$ cat src/rtl/mda_power_sequencer_if.sv
// Signal bundle between the power sequencer and the surrounding system:
// arming/fault inputs, raw motor pins in, gated motor pins and status out.
interface mda_power_sequencer_if #(
  parameter int NUM_MOTORS = 8
);
  logic                    kill_sw;
  logic                    leak;
  logic                    clear_fault;
  logic [4*NUM_MOTORS-1:0] motor_gpio_in;
  logic [4*NUM_MOTORS-1:0] motor_gpio_out;
  logic                    imu_reset;
  logic [NUM_MOTORS-1:0]   motor_en;
  logic [2:0]              state;
  logic                    fault;

  modport master (
    output kill_sw, leak, clear_fault, motor_gpio_in,
    input  motor_gpio_out, imu_reset, motor_en, state, fault
  );

  modport slave (
    input  kill_sw, leak, clear_fault, motor_gpio_in,
    output motor_gpio_out, imu_reset, motor_en, state, fault
  );
endinterface

$ cat src/rtl/mda_power_sequencer.sv
// Power-up sequencer: IMU reset pulse, then staggered motor-channel enables,
// with kill-switch shutdown and a latched leak fault.
module mda_power_sequencer #(
  parameter int NUM_MOTORS     = 8,
  parameter int IMU_RST_CYCLES = 100,
  parameter int STAGGER_CYCLES = 50000
) (
  input  logic                 clk,
  input  logic                 reset_n,
  mda_power_sequencer_if.slave bus
);

  localparam int MAX_CYC = (IMU_RST_CYCLES > STAGGER_CYCLES) ? IMU_RST_CYCLES : STAGGER_CYCLES;
  localparam int CNT_W   = $clog2(MAX_CYC) + 1;
  localparam int CH_W    = (NUM_MOTORS > 1) ? $clog2(NUM_MOTORS) : 1;

  localparam logic [CNT_W-1:0] IMU_LOAD = CNT_W'(IMU_RST_CYCLES - 1);
  localparam logic [CNT_W-1:0] STG_LOAD = CNT_W'(STAGGER_CYCLES - 1);
  // Channel index just before the last one; reaching it means the next enable completes the ramp.
  localparam logic [CH_W-1:0]  CH_PEN   = CH_W'(NUM_MOTORS - 2);

  typedef enum logic [2:0] {
    OFF     = 3'd0,
    IMU_RST = 3'd1,
    STAGGER = 3'd2,
    RUN     = 3'd3,
    FAULT   = 3'd4
  } state_e;

  state_e                state_q, state_d;
  logic [CNT_W-1:0]      cnt_q, cnt_d;
  logic [CH_W-1:0]       ch_q, ch_d;
  logic [NUM_MOTORS-1:0] motor_en_q, motor_en_d;
  logic                  imu_reset_q, imu_reset_d;
  logic                  fault_q, fault_d;
  logic                  kill_meta_q, kill_meta_d, kill_sync_q, kill_sync_d;
  logic                  leak_meta_q, leak_meta_d, leak_sync_q, leak_sync_d;
  logic [4*NUM_MOTORS-1:0] gpio_gated;

  always_comb begin
    kill_meta_d = bus.kill_sw;
    kill_sync_d = kill_meta_q;
    leak_meta_d = bus.leak;
    leak_sync_d = leak_meta_q;

    state_d     = state_q;
    cnt_d       = cnt_q;
    ch_d        = ch_q;
    motor_en_d  = motor_en_q;
    imu_reset_d = imu_reset_q;
    fault_d     = fault_q;

    // A leak overrides everything, including a simultaneous kill.
    if (leak_sync_q) begin
      state_d     = FAULT;
      fault_d     = 1'b1;
      motor_en_d  = '0;
      imu_reset_d = 1'b0;
      cnt_d       = '0;
      ch_d        = '0;
    end else begin
      case (state_q)
        OFF: begin
          if (kill_sync_q) begin
            state_d     = IMU_RST;
            cnt_d       = IMU_LOAD;
            imu_reset_d = 1'b1;
          end
        end
        IMU_RST, STAGGER, RUN: begin
          if (!kill_sync_q) begin
            state_d     = OFF;
            motor_en_d  = '0;
            imu_reset_d = 1'b0;
            cnt_d       = '0;
            ch_d        = '0;
          end else if (state_q == IMU_RST) begin
            if (cnt_q == '0) begin
              imu_reset_d = 1'b0;
              motor_en_d  = NUM_MOTORS'(1);
              ch_d        = '0;
              cnt_d       = (NUM_MOTORS == 1) ? '0 : STG_LOAD;
              state_d     = (NUM_MOTORS == 1) ? RUN : STAGGER;
            end else begin
              cnt_d = cnt_q - 1'b1;
            end
          end else if (state_q == STAGGER) begin
            if (cnt_q == '0) begin
              motor_en_d = (motor_en_q << 1) | NUM_MOTORS'(1);
              ch_d       = ch_q + 1'b1;
              if (ch_q == CH_PEN) begin
                state_d = RUN;
                cnt_d   = '0;
              end else begin
                cnt_d = STG_LOAD;
              end
            end else begin
              cnt_d = cnt_q - 1'b1;
            end
          end
        end
        FAULT: begin
          if (bus.clear_fault && !kill_sync_q) begin
            state_d = OFF;
            fault_d = 1'b0;
          end
        end
        default: begin
          state_d     = OFF;
          motor_en_d  = '0;
          imu_reset_d = 1'b0;
          cnt_d       = '0;
          ch_d        = '0;
        end
      endcase
    end
  end

  always_ff @(posedge clk or negedge reset_n) begin
    if (!reset_n) begin
      state_q     <= OFF;
      cnt_q       <= '0;
      ch_q        <= '0;
      motor_en_q  <= '0;
      imu_reset_q <= 1'b0;
      fault_q     <= 1'b0;
      kill_meta_q <= 1'b0;
      kill_sync_q <= 1'b0;
      leak_meta_q <= 1'b0;
      leak_sync_q <= 1'b0;
    end else begin
      state_q     <= state_d;
      cnt_q       <= cnt_d;
      ch_q        <= ch_d;
      motor_en_q  <= motor_en_d;
      imu_reset_q <= imu_reset_d;
      fault_q     <= fault_d;
      kill_meta_q <= kill_meta_d;
      kill_sync_q <= kill_sync_d;
      leak_meta_q <= leak_meta_d;
      leak_sync_q <= leak_sync_d;
    end
  end

  // Pin gating uses the registered enables directly so it adds no latency.
  always_comb begin
    gpio_gated = '0;
    for (int i = 0; i < NUM_MOTORS; i++) begin
      if (motor_en_q[i]) gpio_gated[4*i +: 4] = bus.motor_gpio_in[4*i +: 4];
    end
  end

  assign bus.motor_gpio_out = gpio_gated;
  assign bus.imu_reset      = imu_reset_q;
  assign bus.motor_en       = motor_en_q;
  assign bus.state          = state_q;
  assign bus.fault          = fault_q;

endmodule

$ cat src/flat_wrapper.sv
// flat-port wrapper written by rule: the top's interface ports become plain ports
module mda_power_sequencer_flat 
#(
  parameter int NUM_MOTORS     = 8,
  parameter int IMU_RST_CYCLES = 100,
  parameter int STAGGER_CYCLES = 50000
)
  (clk, reset_n, bus_kill_sw, bus_leak, bus_clear_fault, bus_motor_gpio_in, bus_motor_gpio_out, bus_imu_reset, bus_motor_en, bus_state, bus_fault);
  mda_power_sequencer_if #(.NUM_MOTORS(NUM_MOTORS)) bus_i ();
  input  logic clk;
  input  logic reset_n;
  input wire logic [$bits(bus_i.kill_sw)-1:0] bus_kill_sw;
  input wire logic [$bits(bus_i.leak)-1:0] bus_leak;
  input wire logic [$bits(bus_i.clear_fault)-1:0] bus_clear_fault;
  input wire logic [$bits(bus_i.motor_gpio_in)-1:0] bus_motor_gpio_in;
  output wire logic [$bits(bus_i.motor_gpio_out)-1:0] bus_motor_gpio_out;
  output wire logic [$bits(bus_i.imu_reset)-1:0] bus_imu_reset;
  output wire logic [$bits(bus_i.motor_en)-1:0] bus_motor_en;
  output wire logic [$bits(bus_i.state)-1:0] bus_state;
  output wire logic [$bits(bus_i.fault)-1:0] bus_fault;
  assign bus_i.kill_sw = bus_kill_sw;
  assign bus_i.leak = bus_leak;
  assign bus_i.clear_fault = bus_clear_fault;
  assign bus_i.motor_gpio_in = bus_motor_gpio_in;
  assign bus_motor_gpio_out = bus_i.motor_gpio_out;
  assign bus_imu_reset = bus_i.imu_reset;
  assign bus_motor_en = bus_i.motor_en;
  assign bus_state = bus_i.state;
  assign bus_fault = bus_i.fault;
  mda_power_sequencer #(.NUM_MOTORS(NUM_MOTORS), .IMU_RST_CYCLES(IMU_RST_CYCLES), .STAGGER_CYCLES(STAGGER_CYCLES)) u_core (.clk(clk), .reset_n(reset_n), .bus(bus_i));
endmodule
$ cat config.mk
export PLATFORM = sky130hd
export DESIGN_NAME = mda_power_sequencer_flat
export DESIGN_NICKNAME = d
export VERILOG_FILES = /design/src/rtl/mda_power_sequencer_if.sv /design/src/rtl/mda_power_sequencer.sv /design/src/flat_wrapper.sv
export SDC_FILE = /design/constraint.sdc
export NUM_CORES = 1
export LEC_CHECK = 0
export CORE_MARGIN = 2
export CORE_UTILIZATION = 35
export CTS_BUF_LIST = sky130_fd_sc_hd__clkbuf_8
export DETAILED_ROUTE_END_ITERATION = 10
export GPL_ROUTABILITY_DRIVEN = 0
export PLACE_DENSITY = 0.77
export SETUP_SLACK_MARGIN = 0.05
export SLEW_MARGIN = 20
export SYNTH_ARGS = -nofsm -noshare
export SYNTH_HDL_FRONTEND = slang
export SYNTH_SLANG_ARGS = --single-unit
$ cat constraint.sdc
create_clock -name clk -period 1.95 [get_ports clk]
set_clock_uncertainty 0.15 [all_clocks]
set_input_delay 0.39 -clock clk [delete_from_list [all_inputs] [get_ports clk]]
set_output_delay 0.39 -clock clk [all_outputs]
set_load 0.005 [all_outputs]
# Word level (Yosys, flattened, before mapping)
# Cells that the tools add are included.
# totals
regBits	37
input_bits	37
out_inout_bits	45
wordCells	90
# op_classes
add_sub_neg	2
n_eq_ne	15
muxes	50
n_reduce_logical	13
# op_table
cell	n
$mux 17	7
$pmux 17 s3	1
$mux 8	6
$mux 3	15
$mux 4	8
$ne 5x5->1 const B	4
$logic_not 17->1	1
$sub 17x1->17 const B	1
$mux 16	1
$pmux 8 s2	1
$pmux 3 s3	1
$mux 1	8
$ne 4x4->1 const B	2
$reduce_and 4->1	2
$eq 3x2->1 const B	2
$eq 3x3->1 const B	2
$ne 3x1->1 const B	2
$pmux 3 s2	1
$reduce_and 6->1	1
$ne 2x1->1 const B	2
$reduce_bool 2->1	2
$add 3x1->3 const B	1
$eq 3x1->1 const B	1
$logic_not 3->1	1
7 further kinds	7

# Longest topological paths before layout
# Gate-level depths: netlist of the first run.
# logic_depth
word_depth	8
ltp_mapped	7
ltp_nobuf	6

# Worst setup path after synthesis of the first run
# No wires, ideal clock.
# synth_timing
path_kind	flip-flop to flip-flop
start	register u_core.cnt_q[9]
end	register u_core.cnt_q[3]
setup_ns	0.124
arrival_time_ns	1.828
required_ns	1.676
slack_ns	-0.152
path_stages_with_launch	7
n_path_buf	1
synth_period_minus_slack_ns	2.102
path_cell_list	dfrtp_1 > nor4_4 > nand4b_4 > o311ai_4 > buf_6 > nor3b_1 > a211o_1
# synth_between
elab_chain_len	7
elab_cells_between_ends	8
classes_between	mux (7); reduce/logical (1)
# synth_rtl
element	line_no	source
start: declaration	mda_power_sequencer.sv:31	logic [CNT_W-1:0] cnt_q, cnt_d;
start signal: assignment	mda_power_sequencer.sv:133	cnt_q <= cnt_d;
$logic_not 17->1 *	mda_power_sequencer.sv:78, mda_power_sequencer.sv:88	
$mux 17	mda_power_sequencer.sv:88	if (cnt_q == '0) begin
$mux 17	mda_power_sequencer.sv:87	end else if (state_q == STAGGER) begin
$mux 17 *	mda_power_sequencer.sv:77	end else if (state_q == IMU_RST) begin
$mux 17 *	mda_power_sequencer.sv:71	if (!kill_sync_q) begin
$pmux 17 s3 *	mda_power_sequencer.sv:62	case (state_q)
$mux 17 *	mda_power_sequencer.sv:54	if (leak_sync_q) begin
# Mark *: on every way between the ends. The rest lies on a longest branch, timed or not. The select of a mux whose other input is x is not followed.
# A chain may end at the register's enable or synchronous reset.

# Worst setup path after layout of the first run
# layout_timing
start	register u_core.cnt_q[4]
end	register u_core.cnt_q[0]
# Same word-level chain as after synthesis.

==> results of run 1 <==
[metrics by stage]
step                worst slack [ps]  TNS, ps  power [uW]  hold slack (ps)
global placement              -125.5    -2562        1712            184.7
global route                  -233.7    -3813        2772            214.4
CTS                           -161.2    -1759        2445            208.0
finish                        -185.4    -2654        2675            205.1
detailed placement            -120.2    -3573        1730            190.5
floorplan                     -88.43   -377.0        1319           -55.59
[layout make-up]
class,count,area (um^2)
fill,468,2163
multi-input combinational,176,1385
timing repair buffer,148,1330
sequential,37,929.6
tap,75,93.84
clock buffer,6,82.58
inverter,9,33.78
clock inverter,1,7.507
[power by group through the flow]
stage               combinational, uW  sequential [uW]  clock (uW)
floorplan                         446              873           0
global placement                  848              864           0
detailed placement                864              866           0
CTS                              1030              855         561
global route                     1310              860         602
finish                           1250              857         567
[cell usage in the layout, fill, tap and decap left out, types with 7 or more instances in the layout]
cell type	count
nand2_1	12
and2_1	33
buf_4	51
buf_6	15
dlygate4sd2_1	32
clkdlybuf4s50_1	47
xor2_1	7
nor2_1	12
a22o_1	7
dfrtp_1	34
inv_1	9
a21oi_1	7
o211ai_1	7
[worst reg2reg max path, cell delays in order, from the launching register on]
cell and delay (ps):
dfrtp_1 430, nor4_4 380, nand3_4 150, o311ai_4 440, buf_4 200, a21oi_2 30, o31a_1 230
[state kept, by name, indices dropped and copies added (netlist names)]
register	cells
u_core.bus.state	3
u_core.kill_sync_q	1
u_core.bus.motor_en	8
u_core.cnt_q	17
u_core.leak_sync_q	1
u_core.bus.imu_reset	1
u_core.leak_meta_q	1
u_core.kill_meta_q	1
u_core.bus.fault	1
u_core.ch_q	3
[kinds of logic after synthesis]
logic type	share of synthesized area
mux	0.004517
buf+inv	0.03105
xor+xnor	0.02767
flops	0.4178
fa+ha+maj	0.02259
compound gates	0.2185
simple gates	0.2778
[routing by layer]
metal | global-route usage | wire length (um)
met5 | 0 | 0
met4 | 0.05572 | 269
met3 | 0.03066 | 568
met1 | 0.2619 | 3154
met2 | 0.3760 | 4230
[worst max-delay path by stage]
stage	end	slack, ps	cells past startpoint
5_1_grt	u_core.cnt_q[15]	-230	6
3_5_place_dp	u_core.cnt_q[6]	-120	6
6_report	u_core.cnt_q[0]	-190	6
4_1_cts	u_core.cnt_q[15]	-160	6
2_1_floorplan	u_core.cnt_q[3]	-90	6
3_3_place_gp	u_core.cnt_q[15]	-130	6
[timing repair]
action / CTS / global route
pin swaps: 20 / 21
setup buffers: 11 / 8
gates resized for setup: 56 / 36
setup endpoints to repair: 64 / 35
endpoints found under the hold margin: 18 / 0
gates cloned: 1 / 0
hold buffers: 1 / 0
==> out/metrics.yaml, run 1 <==
cts:
  cts.clk_slew.worst_paths_ps: 80
  clock_sinks: 37
  clock_latency_ps: 300
  cts_buffer_depth: 2
  cts_buffers: 5
  clockRootBuffer: "clkbuf_8"
  htreeDepth: 2
  cts_tree: "done"
timing:
  worst_slew_pin_slew_ps: 472.6
  fin_crit_sh: 1.095
  timing.slew.headroom: 0.6849
  setup_viol: 27
  layout_setup_ws_ps: -185.4
  rsz0062_at_grt: "yes"
  slew_viol_final: 0
  min_period_ps: 2135
  hold_viol_final: 0
  max_freq_ghz: 0.4683
power:
  powerDensity_nw_per_um2: 692.5
  combPwrFrac: 0.468
  switching_power_uw: 945.0
  seqPwrFrac: 0.320
  ir_drop_v: 0.0004292
  clkPwrFrac: 0.212
  power_switching_share: 0.3533
  p_leak_uw: 0.001878
  intPower_uw: 1730
yosys:
  synth.most_common_cell: "dfrtp_1"
  synth.largest_area_cell: "dfrtp_1"
  syn_area_um2: 2216
  synth_common_cells: "dfrtp_1, and2_1, nor2_1"
  synth_cells: 229
  ys.flop_type: "dfrtp_1"
  synthTopCellsByArea: "dfrtp_1, and2_1, nor2_1"
  synth_edf_count: 0
  synth_warnings: 0
  async_reset_ff_frac: 1.000
  synth_top_cell_area_share: 0.4178
  yosysSeqAreaShare: 0.4178
  avgSynthCellArea_um2: 9.676
  synth_seq_cells: 37
  ys_types: 48
  syn_nets: 270
global_route:
  grt_usage: 0.2096
  grt_max_degree: 38
  grt_pass1_vias: 2411
  grt_overflow: 0
  antenna_found_initial: 0
  grt_pass1_wl_um: 12080
cells_and_area:
  final_nets: 418
  fin_cells: 452
  finish.utilization: 0.6410
  design_area_um2: 3862
  n_antenna_cell: 0
  syn_to_final_growth_pct: 74.31
  layout-drive-gt1-share: 0.3130
die:
  initial_core_util: 0.3677
  num_rows: 28
  die_h_um: 83.57
  fp.dieW_um: 83.57
  core_area_um2: 6026
  ios: 82
  fp.dieArea_um2: 6984
min_path:
  hold_class: "register to register"
  hp-start: "u_core.leak_meta_q"
  hold_end: "u_core.leak_sync_q"
  holdPathStages: 0
run:
  max_cap_viol_count: 0
setup_path:
  worstPathMaxFanout: 7
  arrival_ps: 2160
  cp_cell_sequence: "nor4_4, nand3_4, o311ai_4, buf_4, a21oi_2, o31a_1"
  slowest_stage: "o311ai_4"
  path_class: "register to register"
  reg2reg_depth: 6
  r2r-end: "u_core.cnt_q[0]"
  crit_path_start_kind: "register"
  cp.buffers_inverters: 1
  cp-startpoint: "u_core.cnt_q[4]"
  crit_family: "compound AO/OA/AOI/OAI gates"
  required_ps: 1970
  endpoint_kind: "register"
  rrSetupSlack_ps: -190
  regToRegStartpoint: "u_core.cnt_q[4]"
  crit_path_max_incr_delay_ps: 440
detailed_routing:
  drc_errors: 0
  first_pass_iters: 4
  vias_per_cell: 5.575
  postRouteAntennaNets: 0
  routed_wl_um: 8222
  drt_iter0_markers: 205
  num_vias: 2520
  wire_per_inst_um: 18.19
outcome:
  status: "complete, but fails checks"
  violations: "negative setup slack"
place:
  hpwl_um: 5126
  placed_cell_area_um2: 3445
  place_inst: 425
  portBuffers: 81
Power figures use the tool's default switching activity.
==> inputs of run 2 (changes only) <==
GPL_TIMING_DRIVEN = 0   (was not set)
==> run 2 against run 1 <==
Effect of this change: the flow still finishes with violations (negative setup slack); final area decreased by 1.5%; utilization decreased by 0.93 points; clock power increased by 21%; via count decreased by 5.1%; wire length decreased by 4.6%.
==> out/metrics.yaml, run 2 (synthesis gave the netlist of run 1 again) <==
power:
  p_leak_uw: 0.001765
  powerDensity_nw_per_um2: 722.7
  clkPwrFrac: 0.249
  combPwrFrac: 0.432
  intPower_uw: 1832
  switching_power_uw: 918.9
  seqPwrFrac: 0.319
  power_switching_share: 0.3341
  ir_drop_v: 0.0005481
detailed_routing:
  first_pass_iters: 5
  num_vias: 2392
  drt_iter0_markers: 208
  wire_per_inst_um: 18.19
  drc_errors: 0
  vias_per_cell: 5.550
  routed_wl_um: 7841
  postRouteAntennaNets: 0
cts:
  cts_buffers: 5
  clockRootBuffer: "clkbuf_8"
  cts_buffer_depth: 2
  htreeDepth: 2
  cts_tree: "done"
  clock_latency_ps: 300
  cts.clk_slew.worst_paths_ps: 70
  clock_sinks: 37
setup_path:
  regToRegStartpoint: "u_core.cnt_q[2]"
  rrSetupSlack_ps: -300
  path_class: "register to register"
  crit_family: "compound AO/OA/AOI/OAI gates"
  r2r-end: "u_core.cnt_q[3]"
  arrival_ps: 2280
  endpoint_kind: "register"
  slowest_stage: "o311ai_4"
  worst-path-stages: 5
  required_ps: 1980
  crit_path_max_incr_delay_ps: 490
  critPathCapture: "u_core.cnt_q[3]"
  crit_path_start_kind: "register"
  cp.buffers_inverters: 0
  reg2reg_depth: 5
  cp-startpoint: "u_core.cnt_q[2]"
  cp_cell_sequence: "nor4_4, nand3_2, o311ai_4, o21ai_0, a211o_1"
  worstPathMaxFanout: 6
place:
  place_inst: 386
  place_ws_ps: -355.7
  portBuffers: 81
  hpwl_um: 4756
timing:
  layout_setup_ws_ps: -302.4
  fin_crit_sh: 1.155
  max_freq_ghz: 0.4440
  hold_viol_final: 0
  worst_slew_pin_slew_ps: 430.4
  rsz0062_at_grt: "yes"
  setup_viol: 31
  holdWs_ps: 207.9
  timing.slew.headroom: 0.7124
  slew_viol_final: 0
  min_period_ps: 2252
outcome:
  violations: "negative setup slack"
  status: "complete, but fails checks"
cells_and_area:
  layout-drive-gt1-share: 0.3006
  layout_common_cells: "clkdlybuf4s50_1, and2_1, dlygate4sd2_1"
  n_antenna_cell: 0
  largest_reg_flops: 17
  fin_cells: 431
  final_nets: 396
  top_register: "u_core.cnt_q"
  mostFrequentLayoutCell: "clkdlybuf4s50_1"
  syn_to_final_growth_pct: 71.77
die:
  fp.dieW_um: 83.57
  initial_core_util: 0.3677
  num_rows: 28
  core_area_um2: 6026
  fp.dieArea_um2: 6984
  ios: 82
  die_h_um: 83.57
global_route:
  grt_overflow: 0
  grt_pass1_wl_um: 11590
  antenna_found_initial: 0
  grt_usage: 0.2023
  grt_max_degree: 29
  grt_pass1_vias: 2202
min_path:
  hold_class: "register to register"
run:
  max_cap_viol_count: 0
-- run 2: how the worst min path moves through the flow --
| stage | start | end | depth (start not counted) |
|---|---|---|---|
| 6_report | u_core.kill_meta_q | u_core.kill_sync_q | 0 |
| 5_1_grt | u_core.kill_meta_q | u_core.kill_sync_q | 0 |
| 4_1_cts | u_core.kill_meta_q | u_core.kill_sync_q | 0 |
| 3_5_place_dp | reset_n | u_core.cnt_q[13] | 1 |
| 3_3_place_gp | u_core.leak_meta_q | u_core.leak_sync_q | 0 |
| 2_1_floorplan | reset_n | u_core.bus.fault | 0 |
-- run 2: power groups by stage --
stage | clock (uW) | sequential, uW | combinational, uW
floorplan | 0 | 873 | 446
global placement | 0 | 882 | 624
detailed placement | 0 | 883 | 641
CTS | 688 | 872 | 997
global route | 737 | 882 | 1260
finish | 684 | 878 | 1190
-- run 2: through the flow --
step	utilization	TNS, ps	power, uW	area (um^2)
6_report	0.6316	-4226	2751	3806
5_1_grt	0.6316	-7044	2874	3806
4_1_cts	0.6011	-1812	2556	3622
3_5_place_dp	0.5224	-9682	1524	3148
3_3_place_gp	0.5199	-26920	1506	3133
2_1_floorplan	-	-377.0	1319	2228
-- run 2: per-layer routing --
metal / up-vias / routed length [um] / GRT usage
met2: 135 / 3977 / 0.3345
met1: 1138 / 3114 / 0.2677
met3: 32 / 539 / 0.03561
li1: 1087 / - / -
met4: 0 / 210 / 0.06745
met5: - / 0 / 0
-- run 2: worst reg2reg max path: stages (launching register included) --
cell and delay [ps]:
dfrtp_2 440, nor4_4 360, nand3_2 200, o311ai_4 490, o21ai_0 200, a211o_1 310
-- run 2: timing repair --
| action | CTS | global route |
|---|---|---|
| endpoints found under the setup margin | 63 | 33 |
| gates cloned | 1 | 0 |
| setup buffers | 29 | 6 |
| resized for setup | 74 | 40 |
| hold buffers | 1 | 0 |
| hold endpoints to repair | 9 | 0 |
| pin swaps | 24 | 24 |
-- run 2: layout make-up --
cell class,instances,area [um^2]
fillers,469,2220
multi-input cells,176,1430
repair buffers,119,1136
flip-flops and latches,37,935.9
well taps,75,93.84
clock buffers,6,82.58
plain buffers,7,60.06
clock inverters,2,33.78
inverters,9,33.78
